===== config.mk =====
export PLATFORM = sky130hd
export DESIGN_NAME = vector_list_seq
export DESIGN_NICKNAME = d
export VERILOG_FILES = /design/src/rtl/vector_pkg.sv /design/src/rtl/vector_xform.sv /design/src/rtl/vector_list_seq.sv
export SDC_FILE = /design/constraint.sdc
export NUM_CORES = 1
export LEC_CHECK = 0
export ABC_AREA = 1
export BUFFER_PORTS_ARGS = -buffer_cell sky130_fd_sc_hd__buf_2
export CAP_MARGIN = 15
export CORE_MARGIN = 4
export CORE_UTILIZATION = 45
export DETAILED_ROUTE_END_ITERATION = 7
export GPL_TIMING_DRIVEN = 0
export PLACE_DENSITY = 0.71
export SLEW_MARGIN = 20
export SYNTH_ARGS = -nofsm -noshare
export SYNTH_HDL_FRONTEND = slang
export SYNTH_SLANG_ARGS = --single-unit

===== constraint.sdc =====
create_clock -name clk -period 3.7 [get_ports clk]
set_input_delay 0.37 -clock clk [delete_from_list [all_inputs] [get_ports clk]]
set_output_delay 0.37 -clock clk [all_outputs]
set_load 0.01 [all_outputs]

===== src/rtl/vector_pkg.sv =====
// Shared types and helpers for the multi-list vector fetcher: FSM state
// encoding, display-list entry flags and the frame clamp.
package vector_pkg;

    typedef enum logic [3:0] {
        S_IDLE     = 4'd0,
        S_FSTART   = 4'd1,
        S_FETCH    = 4'd2,
        S_MEMWAIT  = 4'd3,
        S_DECODE   = 4'd4,
        S_SEND     = 4'd5,
        S_WAITDONE = 4'd6,
        S_NEXTLIST = 4'd7
    } state_t;

    typedef struct packed {
        logic line;
        logic pos;
        logic last;
    } entry_flags_t;

    function automatic int clamp(input int v, input int lo, input int hi);
        if (v < lo) return lo;
        if (v > hi) return hi;
        return v;
    endfunction

endpackage


===== src/rtl/vector_xform.sv =====
// One axis of the entry transform: unsigned coordinate plus signed per-list
// offset, saturated to the frame window (never wraps).
module vector_xform
    import vector_pkg::*;
#(
    parameter int COORD_W   = 8,
    parameter int OUT_WIDTH = 8,
    parameter int FRAME_MIN = 0,
    parameter int FRAME_MAX = 255
) (
    input  logic        [COORD_W-1:0] coord_i,
    input  logic signed [COORD_W:0]   off_i,
    output logic signed [OUT_WIDTH:0] coord_o
);

    logic signed [COORD_W+1:0] sum;

    // Two guard bits keep max coordinate + max offset and 0 + min offset exact.
    always_comb begin
        sum     = $signed({2'b00, coord_i}) + $signed({off_i[COORD_W], off_i});
        coord_o = (OUT_WIDTH+1)'(clamp(int'(sum), FRAME_MIN, FRAME_MAX));
    end

endmodule


===== src/rtl/vector_list_seq.sv =====
// Multi-list display-list walker: fetches entries, offsets and clamps them,
// and hands each DRAW to the downstream line drawer via go/busy/done.
module vector_list_seq
    import vector_pkg::*;
#(
    parameter int COORD_W   = 8,
    parameter int ADR_WIDTH = 8,
    parameter int NUM_LISTS = 4,
    parameter int MAX_LEN   = 64,
    parameter int FRAME_MIN = 0,
    parameter int FRAME_MAX = 255,
    parameter int OUT_WIDTH = 8
) (
    input  logic                                                  clk,
    input  logic                                                  rst,
    input  logic        [NUM_LISTS*ADR_WIDTH-1:0]                 list_base,
    input  logic        [NUM_LISTS-1:0]                           list_en,
    input  logic        [NUM_LISTS*(COORD_W+1)-1:0]               list_offx,
    input  logic        [NUM_LISTS*(COORD_W+1)-1:0]               list_offy,
    output logic        [ADR_WIDTH-1:0]                           adr,
    input  logic        [COORD_W-1:0]                             x,
    input  logic        [COORD_W-1:0]                             y,
    input  logic                                                  line,
    input  logic                                                  pos,
    input  logic                                                  last,
    output logic                                                  go,
    output logic signed [OUT_WIDTH:0]                             stax,
    output logic signed [OUT_WIDTH:0]                             stay,
    output logic signed [OUT_WIDTH:0]                             endx,
    output logic signed [OUT_WIDTH:0]                             endy,
    input  logic                                                  busy,
    input  logic                                                  done,
    output logic                                                  vector_reset,
    output logic        [((NUM_LISTS > 1) ? $clog2(NUM_LISTS) : 1)-1:0] cur_list,
    output logic                                                  len_err,
    output logic        [3:0]                                     state_debug
);

    localparam int LIST_W = (NUM_LISTS > 1) ? $clog2(NUM_LISTS) : 1;
    localparam int IDX_W  = (MAX_LEN > 1) ? $clog2(MAX_LEN) : 1;
    localparam logic signed [OUT_WIDTH:0] PEN_HOME = (OUT_WIDTH+1)'(FRAME_MIN);

    state_t                    state_q;
    logic [IDX_W-1:0]          idx_q;
    logic [NUM_LISTS-1:0]      en_q;
    logic [LIST_W-1:0]         cur_q;
    logic                      last_q;
    logic                      go_q;
    logic                      vr_q;
    logic                      len_err_q;
    logic [ADR_WIDTH-1:0]      adr_q;
    logic signed [OUT_WIDTH:0] pen_x_q, pen_y_q;
    logic signed [OUT_WIDTH:0] stax_q, stay_q, endx_q, endy_q;

    logic [ADR_WIDTH-1:0]      cur_base;
    logic signed [COORD_W:0]   cur_offx, cur_offy;
    logic signed [OUT_WIDTH:0] tx, ty;
    logic [LIST_W-1:0]         first_list, next_list;
    logic                      next_found;
    logic                      term_last, list_done;
    entry_flags_t              flags;

    assign flags = '{line: line, pos: pos, last: last};

    always_comb begin
        cur_base   = list_base[int'(cur_q)*ADR_WIDTH +: ADR_WIDTH];
        cur_offx   = $signed(list_offx[int'(cur_q)*(COORD_W+1) +: COORD_W+1]);
        cur_offy   = $signed(list_offy[int'(cur_q)*(COORD_W+1) +: COORD_W+1]);
        first_list = '0;
        next_list  = '0;
        next_found = 1'b0;
        // Descending scans so the lowest qualifying index wins.
        for (int i = NUM_LISTS-1; i >= 0; i--) begin
            if (list_en[i]) first_list = LIST_W'(i);
            if (en_q[i] && (i > int'(cur_q))) begin
                next_list  = LIST_W'(i);
                next_found = 1'b1;
            end
        end
        // The last flag comes from the bus in DECODE, from the latch after a draw.
        term_last = (state_q == S_DECODE) ? flags.last : last_q;
        list_done = term_last || (idx_q == IDX_W'(MAX_LEN-1));
    end

    vector_xform #(
        .COORD_W(COORD_W), .OUT_WIDTH(OUT_WIDTH),
        .FRAME_MIN(FRAME_MIN), .FRAME_MAX(FRAME_MAX)
    ) u_xform_x (
        .coord_i(x), .off_i(cur_offx), .coord_o(tx)
    );

    vector_xform #(
        .COORD_W(COORD_W), .OUT_WIDTH(OUT_WIDTH),
        .FRAME_MIN(FRAME_MIN), .FRAME_MAX(FRAME_MAX)
    ) u_xform_y (
        .coord_i(y), .off_i(cur_offy), .coord_o(ty)
    );

    always_ff @(posedge clk or negedge rst) begin
        if (!rst) begin
            state_q   <= S_IDLE;
            idx_q     <= '0;
            en_q      <= '0;
            cur_q     <= '0;
            last_q    <= 1'b0;
            go_q      <= 1'b0;
            vr_q      <= 1'b0;
            len_err_q <= 1'b0;
            adr_q     <= '0;
            pen_x_q   <= '0;
            pen_y_q   <= '0;
            stax_q    <= '0;
            stay_q    <= '0;
            endx_q    <= '0;
            endy_q    <= '0;
        end else begin
            go_q <= 1'b0;
            vr_q <= 1'b0;
            case (state_q)
                S_IDLE: begin
                    adr_q <= '0;
                    if (|list_en) state_q <= S_FSTART;
                end
                S_FSTART: begin
                    if (|list_en) begin
                        vr_q    <= 1'b1;
                        en_q    <= list_en;
                        cur_q   <= first_list;
                        idx_q   <= '0;
                        pen_x_q <= PEN_HOME;
                        pen_y_q <= PEN_HOME;
                        state_q <= S_FETCH;
                    end else begin
                        state_q <= S_IDLE;
                    end
                end
                S_FETCH: begin
                    adr_q   <= cur_base + ADR_WIDTH'(idx_q);
                    state_q <= S_MEMWAIT;
                end
                S_MEMWAIT: state_q <= S_DECODE;
                S_DECODE: begin
                    last_q <= flags.last;
                    if (flags.line && !flags.pos) begin
                        stax_q  <= pen_x_q;
                        stay_q  <= pen_y_q;
                        endx_q  <= tx;
                        endy_q  <= ty;
                        pen_x_q <= tx;
                        pen_y_q <= ty;
                        state_q <= S_SEND;
                    end else begin
                        if (flags.pos) begin
                            pen_x_q <= tx;
                            pen_y_q <= ty;
                        end
                        if (list_done) begin
                            if (!term_last) len_err_q <= 1'b1;
                            state_q <= S_NEXTLIST;
                        end else begin
                            idx_q   <= idx_q + 1'b1;
                            state_q <= S_FETCH;
                        end
                    end
                end
                S_SEND: begin
                    if (!busy) begin
                        go_q    <= 1'b1;
                        state_q <= S_WAITDONE;
                    end
                end
                S_WAITDONE: begin
                    if (done) begin
                        if (list_done) begin
                            if (!term_last) len_err_q <= 1'b1;
                            state_q <= S_NEXTLIST;
                        end else begin
                            idx_q   <= idx_q + 1'b1;
                            state_q <= S_FETCH;
                        end
                    end
                end
                S_NEXTLIST: begin
                    pen_x_q <= PEN_HOME;
                    pen_y_q <= PEN_HOME;
                    idx_q   <= '0;
                    if (next_found) begin
                        cur_q   <= next_list;
                        state_q <= S_FETCH;
                    end else begin
                        state_q <= S_FSTART;
                    end
                end
                default: state_q <= S_IDLE;
            endcase
        end
    end

    assign adr          = adr_q;
    assign go           = go_q;
    assign stax         = stax_q;
    assign stay         = stay_q;
    assign endx         = endx_q;
    assign endy         = endy_q;
    assign vector_reset = vr_q;
    assign cur_list     = cur_q;
    assign len_err      = len_err_q;
    assign state_debug  = state_q;

endmodule

==> reports/metrics.csv, run 1 <==
metric,value,unit
syn-num-nets,928,
initial_core_util,0.466,
htreeDepth,3,
grt_pass1_vias,5618,
ys_ff_latch,80,
synth_largest_area_cell,dfrtp_1,
p_leak,3.98,nW
regArea,2000,um2
synth_cell_types,40,
grt_pass1_wl,27000,um
syn_to_final_growth,26.4,%
cp_max_fo,10,
run_status,"finished, final reports clean",
ioPinCount,184,
power_density,810,nW/um2
post_drt_wl_per_cell,14.9,um
synth_edf_count,0,
synthTopCellsByArea,"dfrtp_1 37%, nand2_1 21%, nand3_1 8.1%",
final_area,6820,um2
drive_gt1_frac,0.245,
cts_tree,done,
synthArstFlopShare,1.00,
maxSlewHeadroom,0.582,
grt_usage,0.242,
fin_crit,3.39,ns
grt_overflow,0,
clk_transition_reported_paths,0.06,ns
die_h,117,um
vdd_drop_max,341,uV
cts_root_buf,clkbuf_16,
yosysMostFrequentCell,nand2_1,
setup_viol,0,
dpl_cell_area,6510,um2
drtIter0Drc,312,
core_area,11600,um2
synthTopCellsByCount,"295 x nand2_1, 87 x nand3_1, 80 x dfrtp_1",
insertion_delay,0.34,ns
path_class,reg2reg,
crit_arrival,3.62,ns
synthCells,771,
worst_setup_path_start_kind,flop,
cts.sinks,80,
layout.nets,1123,
fin_tns_setup,0,ns
num_antenna_cells,0,
grt_max_degree,59,
fin_total_pwr,5.52,mW
antenna_found_initial,0,
drv_cap,0,
routed_wl,16600,um
vias,5698,
preCtsSetupSlack,0.110,ns
routed_via_density,5.11,
synth_seq_area_share,0.371,
fin_crit_sh,0.917,
worst_hold_slack,0.200,ns
cts_buffers,9,
hpwl,13300,um
fin_ws,0.306,ns
yosys_warnings,0,
max_freq,295,MHz
multiInputGateArea,2950,um2
hold_violations,0,
drc,0,
ant_nets,0,
dieArea,13800,um2
num_rows,39,
synth_top_cell_area_share,0.371,
worst_pin_slew,0.627,ns
cts_max_path_buffers,2,
dr.pass1.iters,5,
port_buffers,182,
fin_skew,0.00470,ns
holdCritPathClass,in2reg,
worst_setup_path_end_kind,flop,
netlist_area,5390,um2
finalMaxSlewViolations,0,
cp.required,3.93,ns
num-fill-cells,1151,
globalplace.congestion,0.907,
rsz0062_at_grt,yes,
synth-main-ff-cell,dfrtp_1,
die_w,117,um
avgSynthCellArea,7.00,um2
-- cell type report --
class / count / share of cell area
Timing Repair Buffer: 184 / 0.139
Clock inverter: 6 / 0.00734
Buffer: 27 / 0.0198
Clock buffer: 10 / 0.0351
Tap cell: 143 / 0.0262
Sequential cell: 80 / 0.294
Multi-Input combinational cell: 580 / 0.432
Inverter: 84 / 0.0462
-- metrics by stage --
step / utilization / std cells
floorplan: - / 771
global placement: 0.561 / 1096
detailed placement: 0.563 / 1097
CTS: 0.589 / 1114
global route: 0.590 / 1114
finish: 0.590 / 1114
-- report_power, final --
group / switching, mW / internal, mW
Clock: 0.378 / 0.483
Combinational: 2.14 / 1.16
Sequential: 0.190 / 1.17
Total: 2.71 / 2.81
-- layer usage --
metal / track usage / part of all wire
met3: 0.0490 / 0.067
met2: 0.411 / 0.48
met4: 0.105 / 0.034
met1: 0.300 / 0.42
met5: 0 / 0
-- worst max-delay path, cell delays in order (launching register included) --
cell and delay, ns:
dfrtp_1 0.39, clkinv_1 0.19, clkbuf_1 0.37, clkbuf_2 0.39
nor2_1 0.07, o211ai_1 0.28, ha_1 0.23, inv_1 0.05
fa_1 0.40, inv_1 0.09, nand3_1 0.06, nand2_1 0.11
nand2_1 0.08, nand3_1 0.07, nand2_1 0.06, inv_1 0.16
nand2_1 0.13, nand3_1 0.10, nand2_1 0.06
-- state kept, by name, indices dropped and copies added (netlist names) --
signal,flops
adr,8
cur_list,2
en_q,3
endx,9
endy,9
go,1
idx_q,6
last_q,1
len_err,1
pen_x_q,9
pen_y_q,9
state_debug,3
stax,9
stay,9
vector_reset,1
-- path summary, 6_finish.rpt --
kind	from	to	slack (ns)	depth (start not counted)
setup / recovery	cur_list[0]	pen_y_q[1]	0.31	18
hold / removal	busy	go	0.20	2
setup reg to reg	cur_list[0]	pen_y_q[1]	0.31	18
hold reg to reg	pen_y_q[8]	pen_y_q[8]	0.47	2
max in group asynchronous	rst	pen_x_q[2]	2.65	3
min in group asynchronous	rst	go	0.48	2
-- repair_timing --
item	CTS	global route
hold buffers	1	0
endpoints found under the hold margin	22	0
setup endpoints to repair	0	20
buffers inserted	0	0
gates resized for setup	0	7
-- placed cells by master (no fill, tap or decap), drive strengths merged, types with 3 or more instances in the layout --
cell | netlist | final
xor2 | 5 | 5
xnor2 | 6 | 6
ha | 23 | 23
nor3 | 3 | 3
dfrtp | 80 | 80
clkbuf | 15 | 26
nor2 | 48 | 48
nand3 | 89 | 89
nand3b | 6 | 6
nand4 | 8 | 8
buf | 12 | 194
a21oi | 13 | 13
fa | 3 | 3
o21ai | 40 | 40
clkinv | 2 | 3
o211ai | 23 | 23
nand2 | 299 | 299
inv | 82 | 86
-- cell families (layout without fill, tap and decap cells) --
family          count (synthesis)  in the layout  synth area share
buf+inv                       111            311            0.0826
xor+xnor                       11             11            0.0179
fa+ha+maj                      26             26            0.0645
other cells                     1              1          0.000695
compound gates                 85             85            0.0984
flops                          80             80             0.371
simple gates                  457            457             0.365
(Power assumes the default switching activity.)
==> run 2: changes to the inputs <==
--- a/config.mk
+++ b/config.mk
@@ -13,6 +13,7 @@
 export DETAILED_ROUTE_END_ITERATION = 7
 export GPL_TIMING_DRIVEN = 0
 export PLACE_DENSITY = 0.71
+export RECOVER_POWER = 50
 export SLEW_MARGIN = 20
 export SYNTH_ARGS = -nofsm -noshare
 export SYNTH_HDL_FRONTEND = slang
==> reports/metrics.csv, run 2 (synthesized netlist as in run 1, its figures left out) <==
metric,value,unit,change
layout.nets,1123,,unchanged
max_freq,295,MHz,+0.12%
power_density,813,nW/um2,+0.36%
dr.pass1.iters,4,,-1
worst_setup_path_end_kind,flop,,
setup_viol,0,,unchanged
drc,0,,unchanged
post_cts_buffers,0,,unchanged
htreeDepth,3,,unchanged
cts_tree,done,,
path_class,reg2reg,,
fin_total_pwr,5.50,mW,-0.45%
die_h,117,um,unchanged
dpl.cell_count,1097,,unchanged
dpl_cell_area,6510,um2,unchanged
port_buffers,182,,unchanged
fin_crit,3.39,ns,-0.00395 ns
cts_max_path_buffers,2,,unchanged
hold_violations,0,,unchanged
final_common_cell,nand2_1,,
die_w,117,um,unchanged
finalMaxSlewViolations,0,,unchanged
utilization,0.585,,-0.00476
fin_skew,0.00494,ns,+0.000238 ns
fin_crit_sh,0.916,,-0.00107
grt_pass1_vias,5618,,unchanged
maxSlewHeadroom,0.0893,,-0.493
insertion_delay,0.34,ns,about the same
drv_cap,0,,unchanged
grt_max_degree,59,,unchanged
num_rows,39,,unchanged
vdd_drop_max,341,uV,about the same
globalplace.congestion,0.907,,unchanged
cts_root_buf,clkbuf_16,,
syn_to_final_growth,25.4,%,
run_status,"finished, final reports clean",,
initial_core_util,0.466,,unchanged
cp.required,3.93,ns,about the same
post_drt_wl_per_cell,14.9,um,about the same
vias,5685,,-0.23%
ant_nets,0,,unchanged
p_leak,3.88,nW,-2.5%
cp_max_fo,10,,unchanged
num_antenna_cells,0,,unchanged
worst_setup_path_start_kind,flop,,
routed_wl,16600,um,about the same
finalNonFillerCells,1114,,unchanged
worst_pin_slew,1.37,ns,+0.740 ns
final_area,6760,um2,-0.81%
ioPinCount,184,,unchanged
rsz0062_at_grt,yes,,
holdCritPathClass,in2reg,,
cts_buffers,9,,unchanged
drive_gt1_frac,0.220,,-0.0247
grt_overflow,0,,unchanged
antenna_found_initial,0,,unchanged
cts.sinks,80,,unchanged
layout_common_cells,"295 x nand2_1, 166 x buf_2, 87 x nand3_1",,
routed_via_density,5.10,,-0.23%
crit_arrival,3.62,ns,about the same
core_area,11600,um2,unchanged
grt_pass1_wl,27000,um,unchanged
grt_usage,0.242,,unchanged
clk_transition_reported_paths,0.06,ns,about the same
hpwl,13300,um,unchanged
drtIter0Drc,334,,+7.1%
dieArea,13800,um2,unchanged
[run 2: layout make-up]
cell class,count,area (um2)
Multi-Input combinational cell,580,2950
Tap cell,143,179
Clock inverter,6,50.0
Sequential cell,80,2000
Fill cell,1169,4800
Inverter,84,315
Buffer,27,135
Timing Repair Buffer,184,896
Clock buffer,10,239
[run 2: final timing paths]
path                        startpoint         end  slack, ns  cells after the start
min reg2reg                 pen_y_q[8]  pen_y_q[8]       0.47                      2
max in group asynchronous          rst  pen_x_q[6]       0.89                      3
min in group asynchronous          rst          go       0.83                      2
max                        cur_list[0]  pen_y_q[1]       0.31                     18
max reg2reg                cur_list[0]  pen_y_q[1]       0.31                     18
min                               busy          go       0.20                      2
[run 2: critical path, stage by stage, from the launching register on]
cell and delay, ns:
dfrtp_1 0.39, clkinv_1 0.19, clkbuf_1 0.37, clkbuf_2 0.39, nor2_1 0.07, o211ai_1 0.28
ha_1 0.23, inv_1 0.05, fa_1 0.40, inv_1 0.09, nand3_1 0.06, nand2_1 0.11
nand2_1 0.08, nand3_1 0.07, nand2_1 0.06, inv_1 0.16, nand2_1 0.13, nand3_1 0.10
nand2_1 0.06
[run 2: per-layer routing]
metal,vias to the layer above,wire length (um),GRT usage,part of all wire
met5,-,0,0,0
met4,0,594,0.105,0.036
met1,2555,7020,0.300,0.42
met2,207,7930,0.411,0.48
met3,35,1080,0.0490,0.065
li1,2888,-,-,-
[run 2: where the power goes]
group          internal (mW)  total (mW)  switching (mW)  leakage, nW
Clock                  0.483       0.861           0.378        0.142
Combinational           1.14        3.27            2.14         2.68
Sequential              1.17        1.36           0.193         1.06
Total                   2.78        5.50            2.71         3.88
[run 2: repair_timing]
action,4_1_cts,5_1_grt
gates resized for setup,0,7
endpoints found under the setup margin,0,20
hold endpoints to repair,22,0
hold buffers,1,0
[run 2: metrics by stage]
step	hold WS, ns	setup slack [ns]	setup TNS [ns]
final	0.199	0.310	0
after global routing	0.212	-0.0156	-0.0156
after CTS	0.189	0.0669	0
after detailed placement	0.299	0.110	0
after global placement	0.450	0.0992	0
after floorplan	0.0744	0.918	0
